$ cat src/rtl/voting_machine_multi.sv
// Multi-candidate ballot unit: hold-qualified, release-before-revote voting with saturating tallies.
// Optional running total shown in idle tally mode is enabled by defining VM_TOTAL_EN.
module voting_machine_multi #(
  parameter int NUM_CAND    = 4,
  parameter int COUNT_W     = 8,
  parameter int HOLD_CYCLES = 10
) (
  input  logic                clk,
  input  logic                reset,
  input  logic [NUM_CAND-1:0] cand,
  input  logic                mode,
  output logic [COUNT_W-1:0]  led,
  output logic                vote_ack,
  output logic                invalid
);

  localparam int IDX_W  = (NUM_CAND > 1) ? $clog2(NUM_CAND) : 1;
  localparam int HOLD_W = $clog2(HOLD_CYCLES + 1);
  localparam logic [COUNT_W-1:0]  CNT_MAX  = '1;
  localparam logic [NUM_CAND-1:0] CAND_ONE = NUM_CAND'(1);

  typedef enum logic [1:0] {IDLE, HOLD, COMMIT, WAIT_REL} state_e;

  state_e              state_q, state_d;
  logic [HOLD_W-1:0]   hold_q, hold_d;
  logic [IDX_W-1:0]    idx_q, idx_d;
  logic                armed_q, armed_d;
  logic [COUNT_W-1:0]  cnt_q [NUM_CAND];
  logic [COUNT_W-1:0]  led_q, led_d;
  logic                invalid_q;

  logic                any, onehot, commit_inc;
  logic [IDX_W-1:0]    cand_idx;
  logic [COUNT_W-1:0]  total_disp;

  assign any        = |cand;
  assign onehot     = any && ((cand & (cand - CAND_ONE)) == '0);
  assign commit_inc = (state_q == COMMIT) && (cnt_q[idx_q] != CNT_MAX);

  always_comb begin
    cand_idx = '0;
    for (int k = 0; k < NUM_CAND; k++) begin
      if (cand[k]) cand_idx = IDX_W'(k);
    end
  end

  // armed_q drops on every tally cycle so a button held across the mode switch needs a release.
  always_comb begin
    // NOTE: every always_comb output gets a default first so no path can infer a latch.
    state_d = state_q;
    hold_d  = hold_q;
    idx_d   = idx_q;
    armed_d = mode ? 1'b0 : (any ? armed_q : 1'b1);
    if (mode) begin
      state_d = IDLE;
      hold_d  = '0;
    end else begin
      unique case (state_q)
        IDLE: begin
          if (armed_q && onehot) begin
            idx_d   = cand_idx;
            hold_d  = HOLD_W'(1);
            state_d = (HOLD_CYCLES == 1) ? COMMIT : HOLD;
          end else if (armed_q && any) begin
            state_d = WAIT_REL;
          end
        end
        HOLD: begin
          if (cand == (CAND_ONE << idx_q)) begin
            hold_d = hold_q + HOLD_W'(1);
            if (hold_q + HOLD_W'(1) == HOLD_W'(HOLD_CYCLES)) state_d = COMMIT;
          end else begin
            state_d = any ? WAIT_REL : IDLE;
          end
        end
        COMMIT:   state_d = WAIT_REL;
        WAIT_REL: if (!any) state_d = IDLE;
        default:  state_d = IDLE;
      endcase
    end
  end

`ifdef VM_TOTAL_EN
  localparam int TOT_W = COUNT_W + $clog2(NUM_CAND);
  logic [TOT_W-1:0] total_q;

  always_ff @(posedge clk or posedge reset) begin
    if (reset)           total_q <= '0;
    else if (commit_inc) total_q <= total_q + TOT_W'(1);
  end

  assign total_disp = (total_q > TOT_W'(CNT_MAX)) ? CNT_MAX : total_q[COUNT_W-1:0];
`else
  assign total_disp = '0;
`endif

  always_comb begin
    led_d = '0;
    if (mode) begin
      if (onehot)    led_d = cnt_q[cand_idx];
      else if (!any) led_d = total_disp;
    end
  end

  always_ff @(posedge clk or posedge reset) begin
    if (reset) begin
      state_q   <= IDLE;
      hold_q    <= '0;
      idx_q     <= '0;
      armed_q   <= 1'b1;
      led_q     <= '0;
      invalid_q <= 1'b0;
      // NOTE: the tallies are a small register array, not RAM, so they clear with the async reset.
      for (int k = 0; k < NUM_CAND; k++) cnt_q[k] <= '0;
    end else begin
      state_q   <= state_d;
      hold_q    <= hold_d;
      idx_q     <= idx_d;
      armed_q   <= armed_d;
      led_q     <= led_d;
      invalid_q <= !mode && any && !onehot;
      if (commit_inc) cnt_q[idx_q] <= cnt_q[idx_q] + COUNT_W'(1);
    end
  end

  assign led      = led_q;
  assign invalid  = invalid_q;
  assign vote_ack = (state_q == COMMIT);

endmodule
$ cat config.mk
export PLATFORM = sky130hd
export DESIGN_NAME = voting_machine_multi
export DESIGN_NICKNAME = d
export VERILOG_FILES = /design/src/rtl/voting_machine_multi.sv
export SDC_FILE = /design/constraint.sdc
export NUM_CORES = 1
export LEC_CHECK = 0
export CORE_UTILIZATION = 50
export CTS_CLUSTER_DIAMETER = 150
export DETAILED_ROUTE_END_ITERATION = 7
export HOLD_SLACK_MARGIN = 0.08
export PLACE_DENSITY_LB_ADDON = 0.12
export SETUP_SLACK_MARGIN = 0.05
export SLEW_MARGIN = 0
export SYNTH_ARGS = -nofsm -noshare
export SYNTH_HDL_FRONTEND = slang
export SYNTH_SLANG_ARGS = --single-unit
$ cat constraint.sdc
create_clock -name clk -period 2.5 [get_ports clk]
set_input_delay 0.5 -clock clk [delete_from_list [all_inputs] [get_ports clk]]
set_output_delay 0.5 -clock clk [all_outputs]
set_load 0.01 [all_outputs]
==> results.json <==
{
  "place_congestion": 0.8362,
  "dpl_cell_area_um2": 3217,
  "grt_max_degree": 31,
  "min_to": "cnt_q[0]$_DFFE_PP0P_",
  "r2r-start": "idx_q[0]$_DFFE_PP0P_",
  "met2_usage_pct": 33.86,
  "status": "finished clean",
  "slew_headroom_pct": 57.52,
  "num_vias": 1991,
  "r2r_slack_ps": 210,
  "start_util_pct": 52.44,
  "drive_gt1_share_pct": 24.20,
  "drc": 0,
  "hold_ws_ps": 520.5,
  "cts_buffers": 5,
  "clock_latency_ps": 300,
  "place_ws_ps": 45.18,
  "postRouteAntennaNets": 0,
  "fmax_mhz": 437.2,
  "netlist-cell-type-count": 52,
  "synthCells": 252,
  "drv_slew": 0,
  "rsz0062_at_grt": "no",
  "fin_tns_setup_ps": 0,
  "clockRootBuffer": "clkbuf_8",
  "worstHoldPathCells": 2,
  "min_period_ps": 2287,
  "rr_worst_depth": 6,
  "syn_to_final_growth_pct": 15.07,
  "finalCritPeriodShare_pct": 91.50,
  "diodes": 0,
  "hold_viol_final": 0,
  "cts.sinks": 50,
  "ys_warn_count": 0,
  "area.sequential_um2": 1254,
  "fin_area_um2": 3343,
  "async_flop_share_pct": 100.0,
  "grt_pass1_wl_um": 10160,
  "holdCritPathClass": "reg2reg",
  "hp-start": "cnt_q[0]$_DFFE_PP0P_",
  "ys_ff_latch": 50,
  "cts_tree": "built",
  "die_h_um": 78.23,
  "clockBufferDepth": 2,
  "synth_area_leaders": "dfrtp_1, mux2_4, mux2i_1, mux4_2, nand2_1",
  "htree_levels": 2,
  "dp_hpwl_um": 4270,
  "worstSetupEndpointType": "flop",
  "routed_wl_um": 6055,
  "synth-seq-area-share_pct": 43.11,
  "cp-start-kind": "flop",
  "multi_input_area_um2": 1501,
  "fillCellCount": 493,
  "tightest_slew_ps": 631.3,
  "first_pass_iters": 5,
  "top_level_ports": 17,
  "layout_commonest_cell": "dfrtp_1",
  "vdd_drop_max_mv": 0.4668,
  "num-nets-final": 290,
  "arrival_ps": 2480,
  "antenna_found_initial": 0,
  "netlist.area_leader.share_pct": 42.20,
  "grt_use_met1_pct": 32.45,
  "via_per_inst": 5.640,
  "drt-wirelength-per-cell_um": 17.15,
  "postCtsSetupBuffers": 0,
  "grt_usage_pct": 22.29,
  "core_um2": 5540,
  "worst_clock_skew_ps": 8.902,
  "p_leak_uw": 0.001495,
  "dieArea_um2": 6119,
  "path_clk_slew_ps": 90,
  "synthFlopType": "dfrtp_1",
  "port_buffers": 16,
  "drtIter0Drc": 98,
  "final_cell_mix": "dfrtp_1, nand2_1, nor2_1",
  "grt_util_met3_pct": 3.605,
  "r2r-end": "cnt_q[6]$_DFFE_PP0P_",
  "worst_slack_ps": 212.6,
  "grt-busiest-layer": "met2",
  "powerDensity_nw_per_um2": 649.9,
  "crit_fanout": 12,
  "synthesis.nets": 262,
  "yosysTopAreaCell": "dfrtp_1",
  "grt_pass1_vias": 1916,
  "synth_area_um2": 2905,
  "num_rows": 27,
  "required_ps": 2690,
  "max-cap-violations": 0,
  "avgSynthCellArea_um2": 11.53,
  "finalSetupViolations": 0,
  "overflow": 0,
  "synth_edf_count": 0,
  "dieWidth_um": 78.23,
  "p_total_uw": 2173,
  "critical_path_class": "reg2reg"
}
==> report_power, final <==
group,internal (µW),switching [µW],total [µW]
Combinational,299,286,585
Sequential,898,76.7,975
Clock,330,283,613
Total,1530,646,2170
==> cell type report <==
class / instances / share of cell area, %
inverter: 8 / 0.8982
clock buffer: 6 / 2.470
tap: 72 / 2.695
sequential: 50 / 37.50
multi-input combinational: 178 / 44.91
timing repair buffer: 37 / 10.37
clock inverter: 2 / 1.160
==> cell families after synthesis <==
logic type	count (synthesis)	share of synthesized area, %
flip-flops	50	43.11
multiplexers	48	22.91
adder cells (fa/ha/maj)	3	1.292
AND/OR/NAND/NOR	71	12.49
XOR/XNOR	7	2.110
AO/OA/AOI/OAI	49	12.88
buffers and inverters	24	5.211
==> timing repair <==
item,CTS,global route
endpoints found under the setup margin,0,3
gates resized for setup,0,2
hold buffers,0,0
==> stage by stage <==
stage | cells | util (%)
after floorplan | 252 | -
after global placement | 345 | 58.06
after detailed placement | 345 | 58.06
after CTS | 353 | 60.25
after global routing | 353 | 60.34
final | 353 | 60.34
==> metal layers <==
metal,up-vias,routed length [µm],share of wire (%)
li1,970,-,-
met1,986,3039,50
met2,28,2784,46
met3,7,159,2.6
met4,0,71,1.2
met5,-,0,0
==> synth_stat cells (4+ instances only) <==
| cell type | number |
|---|---|
| a21oi_1 | 4 |
| buf_2 | 4 |
| buf_6 | 7 |
| clkbuf_1 | 4 |
| dfrtp_1 | 49 |
| inv_1 | 7 |
| mux2_1 | 4 |
| mux2_4 | 16 |
| mux2i_1 | 20 |
| mux4_2 | 8 |
| nand2_1 | 26 |
| nand3_1 | 4 |
| nor2_1 | 21 |
| o2111ai_2 | 4 |
| o21ai_0 | 9 |
| o21ai_1 | 13 |
| xor2_1 | 4 |
==> state kept, by name, summed over array words and instances, names as in the netlist <==
name	flops
hold_q	4
led	8
cnt_q	32
idx_q	2
armed_q	1
state_q	2
invalid	1
==> critical path: stages (launching register included) <==
cell,delay (ps)
dfrtp_2,440
buf_6,200
mux4_2,600
nand3_4,160
o2111ai_2,250
buf_12,230
mux2_1,300
==> worst max-delay path by stage <==
stage	to	slack, ps	depth (start not counted)	start
finish	cnt_q[6]$_DFFE_PP0P_	210	6	idx_q[0]$_DFFE_PP0P_
global placement	hold_q[3]$_DFFE_PP0P_	70	6	cand[2]
CTS	cnt_q[6]$_DFFE_PP0P_	110	6	idx_q[0]$_DFFE_PP0P_
detailed placement	hold_q[3]$_DFFE_PP0P_	50	6	cand[2]
floorplan	cnt_q[10]$_DFFE_PP0P_	310	8	idx_q[0]$_DFFE_PP0P_
global route	cnt_q[6]$_DFFE_PP0P_	100	6	idx_q[0]$_DFFE_PP0P_
(Power assumes the default switching activity.)
